## src/rtl/crc_pkg.sv

```systemverilog
`default_nettype none
// ============================================================================
// Module      : crc_pkg
// Description : Shared definitions for the serial CRC generator: default
//               parameter values, FSM state encoding and the Galois LFSR
//               single-step function (right shift, LSB-first data).
// Revision    : 1.0 - initial parametrised release
// ============================================================================
package crc_pkg;

    localparam int          c_DEF_WIDTH   = 8;
    localparam logic [31:0] c_DEF_TAPS    = 32'h0000_0044;
    localparam logic [31:0] c_DEF_SEED    = 32'h0000_00D8;
    localparam logic [31:0] c_DEF_XOR_OUT = 32'h0000_00FF;

    typedef logic [1:0] crc_state_t;
    localparam crc_state_t c_ST_IDLE  = 2'd0;
    localparam crc_state_t c_ST_SHIFT = 2'd1;
    localparam crc_state_t c_ST_OUT   = 2'd2;

    // One Galois step on a zero-extended register of 'width' live bits.
    // Bits at and above 'width' in the result are always zero.
    function automatic logic [31:0] crc_step(
        input logic [31:0] lfsr,
        input logic [31:0] taps,
        input int          width,
        input logic        din
    );
        logic        fb;
        logic [31:0] shifted;
        logic [31:0] nxt;
        fb      = din ^ lfsr[0];
        shifted = lfsr >> 1;
        nxt     = '0;
        for (int i = 0; i < 32; i++) begin
            if (i == width - 1) begin
                nxt[i] = fb;
            end else if (i < width - 1) begin
                nxt[i] = shifted[i] ^ (taps[i] & fb);
            end
        end
        return nxt;
    endfunction

endpackage
`default_nettype wire

```

## src/rtl/crc_lfsr_core.sv

```systemverilog
`default_nettype none
// ============================================================================
// Module      : crc_lfsr_core
// Description : WIDTH-bit Galois LFSR register. Seed load has priority over
//               a shift step; otherwise the register holds.
// Ports       : clk         - clock, rising edge
//               rst_n       - asynchronous active-low reset (loads SEED)
//               i_load_seed - load SEED on the next edge
//               i_shift     - absorb i_data with one LFSR step
//               i_data      - serial data bit
//               o_lfsr      - current LFSR contents
// Revision    : 1.0 - initial parametrised release
// ============================================================================
module crc_lfsr_core
    import crc_pkg::*;
#(
    parameter int               WIDTH = c_DEF_WIDTH,
    parameter logic [WIDTH-1:0] TAPS  = c_DEF_TAPS[WIDTH-1:0],
    parameter logic [WIDTH-1:0] SEED  = c_DEF_SEED[WIDTH-1:0]
) (
    input  logic             clk,
    input  logic             rst_n,
    input  logic             i_load_seed,
    input  logic             i_shift,
    input  logic             i_data,
    output logic [WIDTH-1:0] o_lfsr
);

    logic [WIDTH-1:0] r_lfsr;
    logic [WIDTH-1:0] w_next;

    assign w_next = WIDTH'(crc_step(32'(r_lfsr), 32'(TAPS), WIDTH, i_data));

    always_ff @(posedge clk or negedge rst_n) begin
        if (!rst_n) begin
            r_lfsr <= SEED;
        end else if (i_load_seed) begin
            r_lfsr <= SEED;
        end else if (i_shift) begin
            r_lfsr <= w_next;
        end
    end

    assign o_lfsr = r_lfsr;

endmodule
`default_nettype wire

```

## src/rtl/crc_serial_gen.sv

```systemverilog
`default_nettype none
// ============================================================================
// Module      : crc_serial_gen
// Description : Serial CRC generator. Absorbs a frame LSB-first while ACTIVE
//               is high, then streams the WIDTH-bit CRC out LSB-first with a
//               valid strobe lasting exactly WIDTH cycles.
//               Optional build macro CRC_FINAL_XOR_EN: the CRC is XORed with
//               XOR_OUT before it is streamed out.
// Ports       : CLK    - clock, rising edge
//               RST    - asynchronous active-low reset
//               Data   - serial data bit
//               ACTIVE - frame enable (data phase while high)
//               CRC    - serial CRC bit, meaningful while valid=1
//               valid  - CRC stream strobe
//               BUSY   - frame in progress (SHIFT or OUT)
// Revision    : 1.0 - initial parametrised release
// ============================================================================
module crc_serial_gen
    import crc_pkg::*;
#(
    parameter int          WIDTH   = c_DEF_WIDTH,
    parameter logic [31:0] TAPS    = c_DEF_TAPS,
    parameter logic [31:0] SEED    = c_DEF_SEED,
    parameter logic [31:0] XOR_OUT = c_DEF_XOR_OUT
) (
    input  logic CLK,
    input  logic RST,
    input  logic Data,
    input  logic ACTIVE,
    output logic CRC,
    output logic valid,
    output logic BUSY
);

    localparam int                 c_CNT_W    = $clog2(WIDTH + 1);
    localparam logic [c_CNT_W-1:0] c_CNT_ONE  = c_CNT_W'(1);
    localparam logic [c_CNT_W-1:0] c_CNT_LAST = c_CNT_W'(WIDTH);

    crc_state_t         r_state;
    logic [c_CNT_W-1:0] r_cnt;
    logic [WIDTH-1:0]   r_shreg;
    logic [WIDTH-1:0]   w_lfsr;
    logic [WIDTH-1:0]   w_load_val;
    logic               w_shift;
    logic               w_load_seed;

    // Data is absorbed only in IDLE/SHIFT; the seed is restored while idle
    // and on the final OUT edge so each frame starts from SEED.
    assign w_shift     = ACTIVE && ((r_state == c_ST_IDLE) || (r_state == c_ST_SHIFT));
    assign w_load_seed = ((r_state == c_ST_IDLE) && !ACTIVE) ||
                         ((r_state == c_ST_OUT) && (r_cnt == c_CNT_LAST));

    crc_lfsr_core #(
        .WIDTH (WIDTH),
        .TAPS  (TAPS[WIDTH-1:0]),
        .SEED  (SEED[WIDTH-1:0])
    ) u_lfsr (
        .clk         (CLK),
        .rst_n       (RST),
        .i_load_seed (w_load_seed),
        .i_shift     (w_shift),
        .i_data      (Data),
        .o_lfsr      (w_lfsr)
    );

`ifdef CRC_FINAL_XOR_EN
    localparam logic [WIDTH-1:0] c_XOR_OUT = XOR_OUT[WIDTH-1:0];
    assign w_load_val = w_lfsr ^ c_XOR_OUT;
`else
    assign w_load_val = w_lfsr;
`endif

    // The shifter holds the bits still to be sent: bit 0 goes straight to
    // CRC on the SHIFT->OUT edge, the rest are queued LSB-first.
    always_ff @(posedge CLK or negedge RST) begin
        if (!RST) begin
            r_state <= c_ST_IDLE;
            r_cnt   <= '0;
            r_shreg <= '0;
            CRC     <= 1'b0;
            valid   <= 1'b0;
            BUSY    <= 1'b0;
        end else begin
            case (r_state)
                c_ST_IDLE: begin
                    if (ACTIVE) begin
                        r_state <= c_ST_SHIFT;
                        BUSY    <= 1'b1;
                    end
                end
                c_ST_SHIFT: begin
                    if (!ACTIVE) begin
                        r_state <= c_ST_OUT;
                        r_shreg <= w_load_val >> 1;
                        CRC     <= w_load_val[0];
                        valid   <= 1'b1;
                        r_cnt   <= c_CNT_ONE;
                    end
                end
                c_ST_OUT: begin
                    if (r_cnt != c_CNT_LAST) begin
                        CRC     <= r_shreg[0];
                        r_shreg <= r_shreg >> 1;
                        r_cnt   <= r_cnt + c_CNT_ONE;
                    end else begin
                        r_state <= c_ST_IDLE;
                        r_cnt   <= '0;
                        CRC     <= 1'b0;
                        valid   <= 1'b0;
                        BUSY    <= 1'b0;
                    end
                end
                default: begin
                    r_state <= c_ST_IDLE;
                    r_cnt   <= '0;
                    CRC     <= 1'b0;
                    valid   <= 1'b0;
                    BUSY    <= 1'b0;
                end
            endcase
        end
    end

endmodule
`default_nettype wire

```

## config.mk

```make
export PLATFORM = sky130hd
export DESIGN_NAME = crc_serial_gen
export DESIGN_NICKNAME = d
export VERILOG_FILES = /design/src/rtl/crc_pkg.sv /design/src/rtl/crc_lfsr_core.sv /design/src/rtl/crc_serial_gen.sv
export SDC_FILE = /design/constraint.sdc
export NUM_CORES = 1
export LEC_CHECK = 0
export ABC_AREA = 1
export ABC_CLOCK_PERIOD_IN_PS = 2720
export BUFFER_PORTS_ARGS = -buffer_cell sky130_fd_sc_hd__clkbuf_2
export CAP_MARGIN = 20
export CORE_UTILIZATION = 55
export DETAILED_ROUTE_END_ITERATION = 8
export GPL_TIMING_DRIVEN = 0
export PLACE_DENSITY = 0.78
export SLEW_MARGIN = 20
export SYNTH_ARGS = -nofsm -noshare
export SYNTH_HDL_FRONTEND = slang
export SYNTH_HIERARCHICAL = 1
export SYNTH_SLANG_ARGS = --single-unit
```

## constraint.sdc

```tcl
create_clock -name CLK -period 2.72 [get_ports CLK]
set_input_delay 0.544 -clock CLK [delete_from_list [all_inputs] [get_ports CLK]]
set_output_delay 0.544 -clock CLK [all_outputs]
set_load 0.03 [all_outputs]
```

==> results of run 1 <==
critical path: cells and delay by family (launching register included):
family          cells  cell delay (ns)
simple gates        5             0.66
flops               1             0.46
fa+ha+maj           1             0.21
buf+inv             2             0.16
compound gates      1             0.12
power by group through the flow:
stage | Combinational, mW | Sequential (mW) | Clock, mW
final | 0.591 | 0.583 | 0.185
after global routing | 0.687 | 0.601 | 0.204
after CTS | 0.592 | 0.583 | 0.192
after detailed placement | 0.590 | 0.590 | 0
after global placement | 0.572 | 0.585 | 0
after floorplan | 0.447 | 0.595 | 0
layout by cell type, fill, tap and decap left out, drive strengths merged, types with 4 or more instances in the layout:
master	Yosys	layout
o21ai	4	4
ha	5	5
dfrtp	20	20
clkbuf	0	10
nand3	19	19
inv	26	26
nor2	4	4
a21oi	7	7
nand2	75	75
dfstp	4	4
layout make-up:
| class | count | share of cell area [%] |
|---|---|---|
| Buffer | 1 | 0.538 |
| Clock buffer | 4 | 2.60 |
| Inverter | 26 | 7.00 |
| Multi-Input combinational cell | 121 | 41.8 |
| Sequential cell | 24 | 43.4 |
| Tap cell | 28 | 2.51 |
| Timing Repair Buffer | 6 | 2.15 |
cells by family after synthesis:
kind of cell | count (synthesis) | synth area share [%]
simple gates | 101 | 32.9
buf+inv | 27 | 8.12
flops | 24 | 46.8
compound gates | 15 | 7.35
fa+ha+maj | 5 | 4.84
path summary, 6_finish.rpt:
path | cells past startpoint | endpoint
hold / removal | 1 | r_cnt[1]$_DFFE_PN0P_
setup / recovery | 9 | u_lfsr/o_lfsr[1]$_DFFE_PN0P_
max in group asynchronous | 1 | u_lfsr/o_lfsr[3]$_DFFE_PN1P_
hold reg to reg | 2 | r_shreg[2]$_DFFE_PN0P_
setup reg to reg | 9 | u_lfsr/o_lfsr[1]$_DFFE_PN0P_
min in group CLK | 2 | r_shreg[2]$_DFFE_PN0P_
metal layers:
metal	part of all wire (%)	wire (µm)	global-route usage (%)
met5	0	0	0
met4	1.2	29	9.72
met3	3.3	76	3.64
met2	47	1100	37.3
met1	49	1130	30.0
cells in the mapped netlist:
cell,n,area (µm²)
nor2_2,1,6.26
dfrtp_1,20,500
nand2_1,72,270
nand3_1,19,95.1
o21a_1,1,7.51
o21ai_1,2,10.0
o22ai_1,1,6.26
inv_1,21,78.8
a21oi_1,6,30.0
nand2_2,2,12.5
nand2_4,1,11.3
buf_4,1,7.51
dfstp_2,4,105
nand4_1,3,18.8
inv_2,5,18.8
ha_1,5,62.6
o21ai_0,2,10.0
a22oi_1,2,15.0
nor2_1,3,11.3
a21oi_4,1,16.3
metrics by stage:
| step | std cells | total power, mW |
|---|---|---|
| CTS | 210 | 1.37 |
| global route | 210 | 1.49 |
| global placement | 206 | 1.16 |
| floorplan | 172 | 1.04 |
| finish | 210 | 1.36 |
| detailed placement | 206 | 1.18 |
state kept, by name, indices dropped and copies added, names as in the netlist:
| name | count |
|---|---|
| r_state | 2 |
| BUSY | 1 |
| r_cnt | 4 |
| valid | 1 |
| CRC | 1 |
| r_shreg | 7 |
| u_lfsr/o_lfsr | 8 |
==> results.cfg, run 1 <==
[floorplan]
row_count = 17
die_height_um = 50.5
die_x_um = 50.5
core_area_um2 = 2210
die_area_um2 = 2550
start_util_pct = 58.5
io_pins = 7

[critical_path]
end_kind = flip-flop
cp_data_arrival_time_ns = 1.90
rrSetupSlack_ns = 1.06
cp_data_required_time_ns = 2.97
critPathKind = reg2reg
crit_top_cell = nand2_1
start_kind = flip-flop
worstReg2RegStart = r_cnt[0]$_DFFE_PN0P_
cp_cell_sequence = inv_1, ha_1, nand2_1, nor2_1, nand2_2, nand2_1, nor2_2, inv_2, o21ai_1
cp_max_fo = 8
crit_path_top_delay_cell = dfrtp_1
cpPeakStageDelay_ns = 0.46
startpoint = r_cnt[0]$_DFFE_PN0P_

[clocking]
cts_buffers = 3
ctsResizeCount = 0
h-tree-depth = 1
cts_root_buffer = clkbuf_4
clockBufferDepth = 2
cts_setup_buffers = 0
cts_tree = built
clkLatencyLatePin_ns = 0.31
cts_hold_buf = 0
cts_sinks = 24
clk_pin_slew_ns = 0.13

[global_route]
overflow = 0
first_global_vias = 1041
antenna_found_initial = 0
grt_start_max_net_pins = 25
grtUsageTotal_pct = 22.9
grt_pass1_wl_mm = 4.33

[detailed_routing]
postRouteAntennaNets = 0
routedWlPerCell_um = 11.1
drt_iter0_drc = 24
routed_wl_mm = 2.34
vias = 1097
first_pass_iters = 4
drc = 0
viasPerCell = 5.22

[finish]
seq_area_um2 = 606
drive_gt1_share_pct = 13.7
final_cell_area_um2 = 1400
final_net_count = 192
multi_input_area_um2 = 583
num_antenna_cells = 0
fillCellCount = 210
area_growth_pct = 7.83
post-route-util_pct = 63.1

[timing]
fin_worst_skew_ns = 0.00170
rsz0062_at_grt = false
drv_slew = 0
hold_viol = 0
slew_headroom_pct = 62.0
timing.fmax_mhz = 604
post-route-min-period_ns = 1.66
hold_ws_ns = 0.202
setup_violations = 0
worstMarginPinSlew_ns = 0.570
finalSetupTns_ns = 0
finalWorstSetupSlack_ns = 1.06
fin_crit_sh_pct = 60.9

[pwr]
power_leakage_nw = 0.779
clock_power_share_pct = 13.6
intPower_mw = 0.783
seq_power_share_pct = 42.9
p_comb_share_pct = 43.5
switchingPower_mw = 0.576
swShare_pct = 42.4
ir_worst_vdd_uv = 780
power.density_nw_per_um2 = 974

[logic_synthesis]
syn_nets = 181
yosysSeqAreaShare_pct = 46.8
yosysUniqueCellTypes = 20
synth-seq-cells = 24
syn_area_um2 = 1290
syn_avg_cell_area_um2 = 7.52
yosys_warnings = 6
postSynthCellCount = 172

[place]
io_buffer_count = 6
place_hpwl_mm = 1.79
dp_slack_ns = 1.09
place_area_um2 = 1360
place_congestion = 0.886

[min_path]
hp-class = in2async

[status]
status = finished clean

[run]
cap_violations = 0
No activity file was read; power rests on OpenSTA's default activity.
==> inputs of run 2 (changes only) <==
- ABC_CLOCK_PERIOD_IN_PS: 2720 -> 1500
- CORE_UTILIZATION: 55 -> 53
- clock period: 2.72 -> 1.5 ns (I/O delays scaled with it)
==> results.cfg, run 2 (synthesized netlist as in run 1, its figures left out) <==
[pwr]
intPower_mw = 1.71
power_leakage_nw = 0.836
ir_worst_vdd_uv = 1370
seq_power_share_pct = 36.5
p_comb_share_pct = 47.2
clock_power_share_pct = 16.3
power_mw = 2.95
power.density_nw_per_um2 = 1840
swShare_pct = 41.9
switchingPower_mw = 1.24

[clocking]
clockBufferDepth = 2
clk_pin_slew_ns = 0.15
cts_sinks = 24
cts_root_buffer = clkbuf_4
clkLatencyLatePin_ns = 0.32
cts_tree = built
h-tree-depth = 1
cts_buffers = 3

[critical_path]
cp_data_required_time_ns = 1.78
critPathKind = reg2reg
cp_max_fo = 5
cp_data_arrival_time_ns = 1.73
end_kind = flip-flop
start_kind = flip-flop
startpoint = r_state[1]$_DFFE_PN0P_
worstReg2RegStart = r_state[1]$_DFFE_PN0P_

[floorplan]
die_height_um = 51.4
row_count = 17
start_util_pct = 57.4
die_area_um2 = 2640
die_x_um = 51.4
io_pins = 7
core_area_um2 = 2250

[min_path]
hold_start = ACTIVE
hp-class = in2reg

[finish]
drive_gt1_share_pct = 26.2
mostFrequentLayoutCell = nand2_1
seq_area_um2 = 607
num_antenna_cells = 0
final_cell_area_um2 = 1600
final_net_count = 201
largest_reg_flops = 8
multi_input_area_um2 = 691
fillCellCount = 169
mostFrequentLayoutCells = nand2_1, dfrtp_1, nand3_1, inv_1, buf_4
area_growth_pct = 24.0
post-route-util_pct = 71.1

[timing]
worstMarginPinSlew_ns = 0.597
setup_violations = 0
finalWorstSetupSlack_ns = 0.0537
drv_slew = 0
slew_headroom_pct = 60.2
fin_crit_sh_pct = 96.4
timing.fmax_mhz = 691
hold_ws_ns = 0.310
rsz0062_at_grt = true
hold_viol = 0
post-route-min-period_ns = 1.45
fin_worst_skew_ns = 0.00950

[global_route]
grt_start_max_net_pins = 25
overflow = 0
antenna_found_initial = 0
grtUsageTotal_pct = 24.0
first_global_vias = 1000
grt_pass1_wl_mm = 4.51

[detailed_routing]
first_pass_iters = 4
viasPerCell = 5.37
vias = 1175
drt_iter0_drc = 68
drc = 0
routedWlPerCell_um = 13.6
routed_wl_mm = 2.99
postRouteAntennaNets = 0

[place]
place_area_um2 = 1360
place_congestion = 0.841
io_buffer_count = 6
place_hpwl_mm = 1.86
dp_slack_ns = -0.139

[run]
cap_violations = 0

[status]
status = finished clean
## run 2: per-layer routing
layer	wire (µm)	part of all wire [%]	global-route usage, %	up-vias
met5	0	0	0	-
met4	91	3.0	10.4	0
li1	-	-	-	579
met1	1350	45	31.8	555
met2	1440	48	38.7	32
met3	106	3.5	3.87	9
## run 2: timing repair
item	4_1_cts	5_1_grt
pin swaps	1	4
endpoints found under the setup margin	18	23
hold endpoints to repair	20	0
hold buffers	1	0
buffers inserted	2	6
resized for setup	11	19
## run 2: metrics by stage
step           instances  setup TNS (ns)
2_1_floorplan        172               0
3_3_place_gp         206          -0.410
3_5_place_dp         206          -0.923
4_1_cts              213               0
5_1_grt              219         -0.0877
6_report             219               0
## run 2: area by class of cell
class,count,share of cell area (%)
clock buffer,3,1.40
timing repair buffer,15,6.24
inverter,26,6.47
sequential,24,37.8
multi-input combinational,121,43.1
tap,28,2.18
buffer,1,0.936
clock inverter,1,1.87
## run 2: worst paths after layout
check	cells after the start	to	slack [ns]
setup / recovery	8	u_lfsr/o_lfsr[2]$_DFFE_PN0P_	0.05
hold / removal	3	BUSY$_DFFE_PN0P_	0.31
setup reg to reg	8	u_lfsr/o_lfsr[2]$_DFFE_PN0P_	0.05
hold reg to reg	2	valid$_DFFE_PN0P_	0.49
max in group asynchronous	2	r_state[0]$_DFFE_PN0P_	0.59
min in group asynchronous	2	r_cnt[0]$_DFFE_PN0P_	0.49
## run 2: critical path: stages, from the launching register on
cell and delay [ns]:
dfrtp_1 0.44, inv_2 0.11, ha_4 0.17, inv_2 0.09, a21oi_4 0.25, nand2_2 0.11, inv_2 0.10, nand3_1 0.08
nand2_1 0.06
## run 2: power by group through the flow
stage	registers (mW)	logic [mW]	clock network, mW
after floorplan	1.08	0.810	0
after global placement	1.06	1.04	0
after detailed placement	1.07	1.08	0
after CTS	1.05	1.17	0.484
after global routing	1.10	1.56	0.501
final	1.08	1.39	0.480
